<file path="src/rtl/segment_addr_gen.sv">
// Segment:offset physical address generator: reads the selected segment register
// through the segment file read port and issues seg*16 + offset with a wrap flag.
module segment_addr_gen #(
    parameter int SEG_W  = 16,
    parameter int SHIFT  = 4,
    parameter int ADDR_W = 20
) (
    input  logic              clk,
    input  logic              rst,
    input  logic              req_valid,
    output logic              req_ready,
    input  logic [1:0]        req_seg,
    input  logic [SEG_W-1:0]  req_offset,
    output logic              seg_we,
    output logic [1:0]        seg_sel,
    input  logic [SEG_W-1:0]  seg_data,
    output logic              addr_valid,
    input  logic              addr_ready,
    output logic [ADDR_W-1:0] addr,
    output logic              addr_wrap
);

    localparam int SUM_W = ADDR_W + 1;

    localparam logic [1:0] S_IDLE = 2'd0;
    localparam logic [1:0] S_READ = 2'd1;
    localparam logic [1:0] S_CALC = 2'd2;
    localparam logic [1:0] S_OUT  = 2'd3;

    logic [1:0]       state;
    logic [1:0]       state_nxt;
    logic [1:0]       sel_q;
    logic [SEG_W-1:0] offset_q;
    logic [ADDR_W-1:0] addr_q;
    logic             wrap_q;

    logic [SUM_W-1:0] seg_ext;
    logic [SUM_W-1:0] off_ext;
    logic [SUM_W-1:0] sum;

    logic accept;

    assign accept = req_valid && (state == S_IDLE);

    // One extra bit above ADDR_W keeps the carry that drives addr_wrap.
    always_comb begin
        seg_ext = SUM_W'(seg_data) << SHIFT;
        off_ext = SUM_W'(offset_q);
        sum     = seg_ext + off_ext;
    end

    always_comb begin
        state_nxt = state;
        case (state)
            S_IDLE:  if (req_valid) state_nxt = S_READ;
            S_READ:  state_nxt = S_CALC;
            S_CALC:  state_nxt = S_OUT;
            S_OUT:   if (addr_ready) state_nxt = S_IDLE;
            default: state_nxt = S_IDLE;
        endcase
    end

    always_ff @(posedge clk or negedge rst) begin
        if (!rst) begin
            state    <= S_IDLE;
            sel_q    <= '0;
            offset_q <= '0;
            addr_q   <= '0;
            wrap_q   <= 1'b0;
        end else begin
            state <= state_nxt;
            if (accept) begin
                sel_q    <= req_seg;
                offset_q <= req_offset;
            end
            if (state == S_CALC) begin
                addr_q <= sum[ADDR_W-1:0];
                wrap_q <= sum[ADDR_W];
            end
        end
    end

    assign req_ready  = (state == S_IDLE);
    assign seg_we     = 1'b0;
    assign seg_sel    = sel_q;
    assign addr_valid = (state == S_OUT);
    assign addr       = addr_q;
    assign addr_wrap  = wrap_q;

endmodule

</file>
<file path="config.mk">
export PLATFORM = sky130hd
export DESIGN_NAME = segment_addr_gen
export DESIGN_NICKNAME = d
export VERILOG_FILES = /design/src/rtl/segment_addr_gen.sv
export SDC_FILE = /design/constraint.sdc
export NUM_CORES = 1
export LEC_CHECK = 0
export CAP_MARGIN = 10
export CORE_ASPECT_RATIO = 1.1
export CORE_MARGIN = 1.5
export CORE_UTILIZATION = 24
export CTS_CLUSTER_SIZE = 12
export DETAILED_ROUTE_END_ITERATION = 10
export GPL_ROUTABILITY_DRIVEN = 0
export SYNTH_ARGS = -nofsm -noshare
export SYNTH_HDL_FRONTEND = slang
export SYNTH_SLANG_ARGS = --single-unit
</file>
<file path="constraint.sdc">
create_clock -name clk -period 2.85 [get_ports clk]
set_input_delay 0.7125 -clock clk [delete_from_list [all_inputs] [get_ports clk]]
set_output_delay 0.7125 -clock clk [all_outputs]
set_load 0.01 [all_outputs]
</file>
[Yosys cells after proc, flatten, opt, wreduce, memory -nomap -nowiden]
Cells that the tools add are included.
Storage, ports and cells
  register bits after elaboration: 41
  bits of input ports: 38
  output and inout bits: 26
  logic and storage cells: 17
Operators by class
  add/sub/neg operators: 1
  eq/ne operators: 5
  muxes and demuxes: 3
  reductions and logical operators: 3
Operators with widths (number)
  $add 20x16->21: 1
  $pmux 2 s4: 1
  $eq 2x2->1 const B: 2
  $mux 2: 2
  $eq 2x1->1 const B: 1
  $logic_not 2->1: 1
  $ne 2x1->1 const B: 1
  $ne 2x2->1 const B: 1
  $reduce_and 2->1: 1
  $logic_and 1x1->1: 1

[Logic depth before layout (Yosys ltp)]
Gate-level depths: netlist of the first run.
  depth after elaboration: 3
  depth in mapped cells: 8
  gate-level depth less buffers: 8

[Least setup slack after synthesis of the first run]
OpenSTA, ideal clock, no wires.
  path type: input -> register
  start: input port seg_data[0]
  end: register addr_q[12], in the netlist addr[12]
  library setup time: 125 ps
  arrival: 2396 ps
  required time: 2725 ps
  setup slack: 330 ps
  cell stages on the path: 8
  buffers on the path: 0
  cells stage by stage: ha_1 > fa_1 > a21o_1 > a21oi_2 > o21ai_2 > a221oi_1 > xnor2_1 > mux2_2
On the way
  cells in the longest elaborated chain, start to end: 1
Ends and longest elaborated chain
  start, declared: line 16  | input logic [SEG_W-1:0] seg_data,
  $add 20x16->21: line 49  | sum = seg_ext + off_ext;
  end signal, assigned: line 77  | addr_q <= sum[ADDR_W-1:0];
  end, declared: line 34  | logic [ADDR_W-1:0] addr_q;
Every way passes these cells.
A chain may end at the register's enable or synchronous reset.

[Final worst setup path of the first run]
Ends and elaborated chain as after synthesis.

==> results of run 1 <==
==> registers in the layout, summed over array words and instances (netlist names) <==
name and cells:
addr 20, seg_sel 2, state 2, offset_q 16
addr_wrap 1
==> cell usage after synthesis (all sizes together), types with 2 or more instances <==
library cell	n	area (µm²)
nand2	12	45.0
a31oi	3	18.8
nor2	12	45.0
o221ai	2	17.5
a21o	3	22.5
xnor2	8	70.1
o21bai	2	15.0
o21ai	6	33.8
inv	13	48.8
or3	2	12.5
o211ai	2	20.0
ha	15	188
dfrtp	41	1030
clkbuf	4	15.0
mux2	32	360
nor2b	2	12.5
a21oi	14	85.1
==> final cells by class <==
type | instances | area share
Clock buffer | 6 | 0.0233
Multi-Input combinational cell | 133 | 0.355
Clock inverter | 2 | 0.00322
Tap cell | 114 | 0.0459
Inverter | 13 | 0.0157
Timing Repair Buffer | 74 | 0.227
Sequential cell | 41 | 0.330
==> power breakdown <==
group | internal, µW | switching (µW) | leakage [µW] | total [µW]
sequential | 884 | 155 | 0.000485 | 1040
combinational | 1080 | 850 | 0.000798 | 1930
clock | 170 | 202 | 0.0000450 | 372
==> how the worst max path moves through the flow <==
stage                     start       end  slack [ns]
global route        seg_data[0]  addr[12]        0.04
finish              seg_data[0]  addr[12]        0.17
detailed placement  seg_data[0]  addr[12]       -0.17
CTS                 seg_data[0]  addr[12]        0.16
global placement    seg_data[0]  addr[12]       -0.14
floorplan           seg_data[0]  addr[12]        0.33
==> metal layers <==
layer  vias to the layer above  wire length (µm)  track usage
li1                        840                 -            -
met1                       811              2150        0.133
met2                        44              2430        0.191
met3                         6               369       0.0402
met4                         0                72       0.0402
met5                         -                 0            0
==> layout by cell type, fill, tap and decap left out, types with 3 or more instances in the layout <==
cell and instances:
ha_1 15, buf_4 12, nand2_1 12, clkbuf_8 5, nor2_1 12, a21oi_2 4, inv_1 13, dfrtp_1 41
clkdlybuf4s50_1 61, a31oi_1 3, mux2_2 32, a21o_1 3, o21ai_0 3, a21oi_1 10, xnor2_1 8
==> kinds of logic (layout without fill, tap and decap cells) <==
group                      Yosys count  in the layout  share of synthesized area
other                                1              1                    0.00170
and+or+nand+nor                     34             34                     0.0733
buffers and inverters               18             95                     0.0324
AOI/OAI and AO/OA                   41             41                      0.133
adders and majority gates           16             16                     0.0943
muxes                               32             32                      0.164
xor gates and xnor gates             9              9                     0.0358
DFF                                 41             41                      0.466
==> worst max-delay path, cell delays in order <==
cell             delay [ns]
clkdlybuf4s50_1        0.40
ha_1                   0.22
fa_1                   0.39
a21o_1                 0.20
a21oi_2                0.20
o21ai_2                0.08
a221oi_1               0.29
xnor2_1                0.10
mux2_2                 0.26
==> stage by stage <==
| step | setup TNS (ns) | instances | area (µm²) | setup slack [ns] | utilization |
|---|---|---|---|---|---|
| 2_1_floorplan | 0 | 192 | 2200 | 0.330 | - |
| 3_3_place_gp | -0.502 | 375 | 3030 | -0.139 | 0.341 |
| 3_5_place_dp | -0.659 | 375 | 3030 | -0.167 | 0.341 |
| 4_1_cts | 0 | 383 | 3110 | 0.158 | 0.351 |
| 5_1_grt | 0 | 383 | 3110 | 0.0354 | 0.351 |
| 6_report | 0 | 383 | 3110 | 0.171 | 0.351 |
==> impl_metrics.env, run 1 <==
export IMPL_drt_iter0_markers=50
export IMPL_cts_tree="done"
export IMPL_hold_violations=0
export IMPL_layout_nets=322
export IMPL_synth_edf_count=0
export IMPL_vdd_ir_drop_max_mv=0.492
export IMPL_initial_core_util=0.248
export IMPL_critPathLaunchType="primary input"
export IMPL_grt_overflow_total=0
export IMPL_drc=0
export IMPL_synthCells=192
export IMPL_synth_area_um2=2200
export IMPL_cts_resized=0
export IMPL_grt_max_degree=23
export IMPL_cp_max_fo=3
export IMPL_num_vias=1701
export IMPL_rows=36
export IMPL_timing_reg2reg_setup_slack_ns=0.63
export IMPL_synthDistinctLibCells=40
export IMPL_htree_levels=2
export IMPL_multi_input_area_um2=1100
export IMPL_vias_per_cell=4.44
export IMPL_power_density_nw_per_um2=1070
export IMPL_boundaryPins=64
export IMPL_postCtsSetupRepairBufs=0
export IMPL_path_class="in2reg"
export IMPL_required_ns=3.03
export IMPL_cts_sinks=41
export IMPL_syn_area_per_cell_um2=11.5
export IMPL_timing_fmax_ghz=0.373
export IMPL_timing_final_crit_share=0.940
export IMPL_rsz0062_at_grt="false"
export IMPL_grt_first_pass_wirelength_um=8410
export IMPL_insertion_delay_ns=0.29
export IMPL_fin_skew_ns=0.00778
export IMPL_async_reset_ff_frac=1.00
export IMPL_r2r_start="offset_q[4]"
export IMPL_die_x_um=94.3
export IMPL_status="finished clean"
export IMPL_antenna_found_initial=0
export IMPL_maxSlewViolCount=0
export IMPL_worstRegToRegCells=8
export IMPL_synth_fp_nets=246
export IMPL_p_total_uw=3340
export IMPL_worstReg2RegEnd="addr[12]"
export IMPL_die_h_um=103
export IMPL_dp_hpwl_um=3880
export IMPL_ctsLongestPathBuffers=2
export IMPL_cts_hold_buf=0
export IMPL_track_usage=0.113
export IMPL_antenna_cells=0
export IMPL_yosysSeqAreaShare=0.466
export IMPL_setup_viol=0
export IMPL_crit_arrival_ns=2.86
export IMPL_period_needed_ns=2.68
export IMPL_grt_pass1_vias=1801
export IMPL_hp_class="in2async"
export IMPL_power_leakage_uw=0.00133
export IMPL_area_delta_synth_final_pct=41.2
export IMPL_wl_per_cell_um=13.1
export IMPL_slew_headroom=0.635
export IMPL_endpoint_kind="flop"
export IMPL_synth_flop_cell="dfrtp_1"
export IMPL_final_antenna_net_count=0
export IMPL_regArea_um2=1030
export IMPL_cts_buffers=5
export IMPL_tightest_slew_ns=0.548
export IMPL_first_pass_iters=4
export IMPL_port_buffers=62
export IMPL_layout_drive_gt1_share=0.219
export IMPL_dieArea_um2=9760
export IMPL_cts_root_buf="clkbuf_8"
export IMPL_cts_clk_slew_worst_paths_ns=0.08
export IMPL_yosysWarnings=0
export IMPL_routed_wl_um=5020
export IMPL_maxCapViolCount=0
export IMPL_synth_seq_cells=41
export IMPL_fillers=881
export IMPL_coreArea_um2=8870
export IMPL_fin_hold_ws_ns=0.361
(Power assumes the default switching activity.)
==> run 2: changes to the inputs <==
- CELL_PAD_IN_SITES_DETAIL_PLACEMENT: unset -> 0
- CELL_PAD_IN_SITES_GLOBAL_PLACEMENT: unset -> 1
- PLACE_DENSITY_LB_ADDON: unset -> 0.1
- RECOVER_POWER: unset -> 25
==> impl_metrics.env, run 2 (synthesis gave the netlist of run 1 again) <==
export IMPL_status="finished clean"
export IMPL_cp_max_fo=3
export IMPL_timing_fmax_ghz=0.368
export IMPL_dpl_worst_slack_ns=-0.166
export IMPL_track_usage=0.112
export IMPL_rows=36
export IMPL_antenna_cells=0
export IMPL_num_vias=1652
export IMPL_setup_viol=0
export IMPL_p_sw_uw=1230
export IMPL_maxSlewViolCount=0
export IMPL_hold_violations=0
export IMPL_coreArea_um2=8870
export IMPL_hp_class="reg2reg"
export IMPL_maxCapViolCount=0
export IMPL_power_density_nw_per_um2=1120
export IMPL_cts_root_buf="clkbuf_8"
export IMPL_htree_levels=2
export IMPL_wl_per_cell_um=13.5
export IMPL_p_clk_frac=0.163
export IMPL_initial_core_util=0.248
export IMPL_drc=0
export IMPL_die_x_um=94.3
export IMPL_grt_first_pass_wirelength_um=8210
export IMPL_p_int_uw=2300
export IMPL_seq_power_share=0.294
export IMPL_dp_hpwl_um=3890
export IMPL_endpoint_kind="flop"
export IMPL_vias_per_cell=4.34
export IMPL_power_leakage_uw=0.00134
export IMPL_required_ns=3.03
export IMPL_grt_pass1_vias=1719
export IMPL_routed_wl_um=5160
export IMPL_pwr_share_comb=0.543
export IMPL_cts_sinks=41
export IMPL_fin_skew_ns=0.00761
export IMPL_port_buffers=62
export IMPL_die_h_um=103
export IMPL_netSwitchingFraction=0.349
export IMPL_slew_headroom=0.344
export IMPL_cts_clk_slew_worst_paths_ns=0.09
export IMPL_area_delta_synth_final_pct=42.9
export IMPL_antenna_found_initial=0
export IMPL_critPathLaunchType="primary input"
export IMPL_final_antenna_net_count=0
export IMPL_path_class="in2reg"
export IMPL_layout_drive_gt1_share=0.213
export IMPL_period_needed_ns=2.72
export IMPL_cts_tree="done"
export IMPL_layout_commonest_cell="clkdlybuf4s50_1"
export IMPL_cts_resized=0
export IMPL_largest_reg_flops=20
export IMPL_worst_slack_ns=0.132
export IMPL_vdd_ir_drop_max_mv=0.368
export IMPL_boundaryPins=64
export IMPL_insertion_delay_ns=0.30
export IMPL_layout_nets=320
export IMPL_dieArea_um2=9760
export IMPL_wl_met3_um=266
export IMPL_postCtsSetupRepairBufs=0
export IMPL_grt_max_degree=26
export IMPL_layout_common_cells="clkdlybuf4s50_1, dfrtp_1, mux2_2, ha_1, inv_1"
export IMPL_cts_hold_buf=0
export IMPL_wl_met1_um=2330
export IMPL_first_pass_iters=4
export IMPL_timing_final_crit_share=0.954
export IMPL_cts_buffers=5
export IMPL_tightest_slew_ns=0.983
export IMPL_p_total_uw=3530
export IMPL_grt_overflow_total=0
export IMPL_ctsLongestPathBuffers=2
export IMPL_top_layer_used="met4"
export IMPL_drt_iter0_markers=38
export IMPL_rsz0062_at_grt="false"
export IMPL_crit_arrival_ns=2.90
export IMPL_dr_wl_met2_um=2490
-- run 2: cell types whose count changed in the layout (fill, tap and decap cells not counted), sizes merged --
cell / previous run / this run
clkinv: 2 / 0
clkbuf: 6 / 7
inv: 13 / 14
buf: 13 / 9
bufinv: 0 / 2
-- run 2: power by group through the flow --
stage / Combinational, µW / Clock [µW] / Sequential [µW]
6_report: 1920 / 574 / 1040
5_1_grt: 2120 / 624 / 1090
4_1_cts: 1960 / 600 / 1050
3_5_place_dp: 1940 / 0 / 1060
3_3_place_gp: 1940 / 0 / 1060
2_1_floorplan: 1130 / 0 / 1100
-- run 2: per-stage QoR --
step | cell area [µm²] | std cells | util | setup TNS, ns | hold WS [ns]
6_report | 3150 | 381 | 0.355 | 0 | 0.493
3_3_place_gp | 3010 | 373 | 0.340 | -0.360 | 0.475
4_1_cts | 3150 | 381 | 0.355 | 0 | 0.345
5_1_grt | 3150 | 381 | 0.355 | 0 | 0.519
2_1_floorplan | 2200 | 192 | - | 0 | 0.417
3_5_place_dp | 3010 | 373 | 0.340 | -0.472 | 0.478
-- run 2: worst paths after layout --
check                          endpoint  slack (ns)        start  cells past startpoint
setup / recovery               addr[12]        0.13  seg_data[0]                      9
hold / removal                addr_wrap        0.49    addr_wrap                      2
setup reg to reg               addr[12]        0.59  offset_q[4]                      8
hold reg to reg               addr_wrap        0.49    addr_wrap                      2
max in group asynchronous      addr[19]        1.13          rst                      2
min in group asynchronous  offset_q[11]        0.55          rst                      1
-- run 2: metal layers --
| layer | up-vias | GRT usage |
|---|---|---|
| met3 | 7 | 0.0256 |
| met5 | - | 0 |
| met1 | 775 | 0.137 |
| met4 | 0 | 0.0448 |
| li1 | 830 | - |
| met2 | 40 | 0.191 |
-- run 2: area by class of cell --
| cell class | instances | area [µm²] |
|---|---|---|
| Sequential cell | 41 | 1030 |
| Multi-Input combinational cell | 133 | 1100 |
| Fill cell | 905 | 5730 |
| Clock buffer | 5 | 68.8 |
| Tap cell | 114 | 143 |
| Clock inverter | 3 | 68.8 |
| Inverter | 13 | 48.8 |
| Timing Repair Buffer | 72 | 687 |
-- run 2: worst max-delay path, stage by stage --
cell	delay (ns)
clkdlybuf4s50_1	0.41
ha_1	0.23
fa_1	0.39
a21o_1	0.20
a21oi_2	0.17
o21ai_2	0.10
a221oi_1	0.32
xnor2_1	0.10
mux2_2	0.26
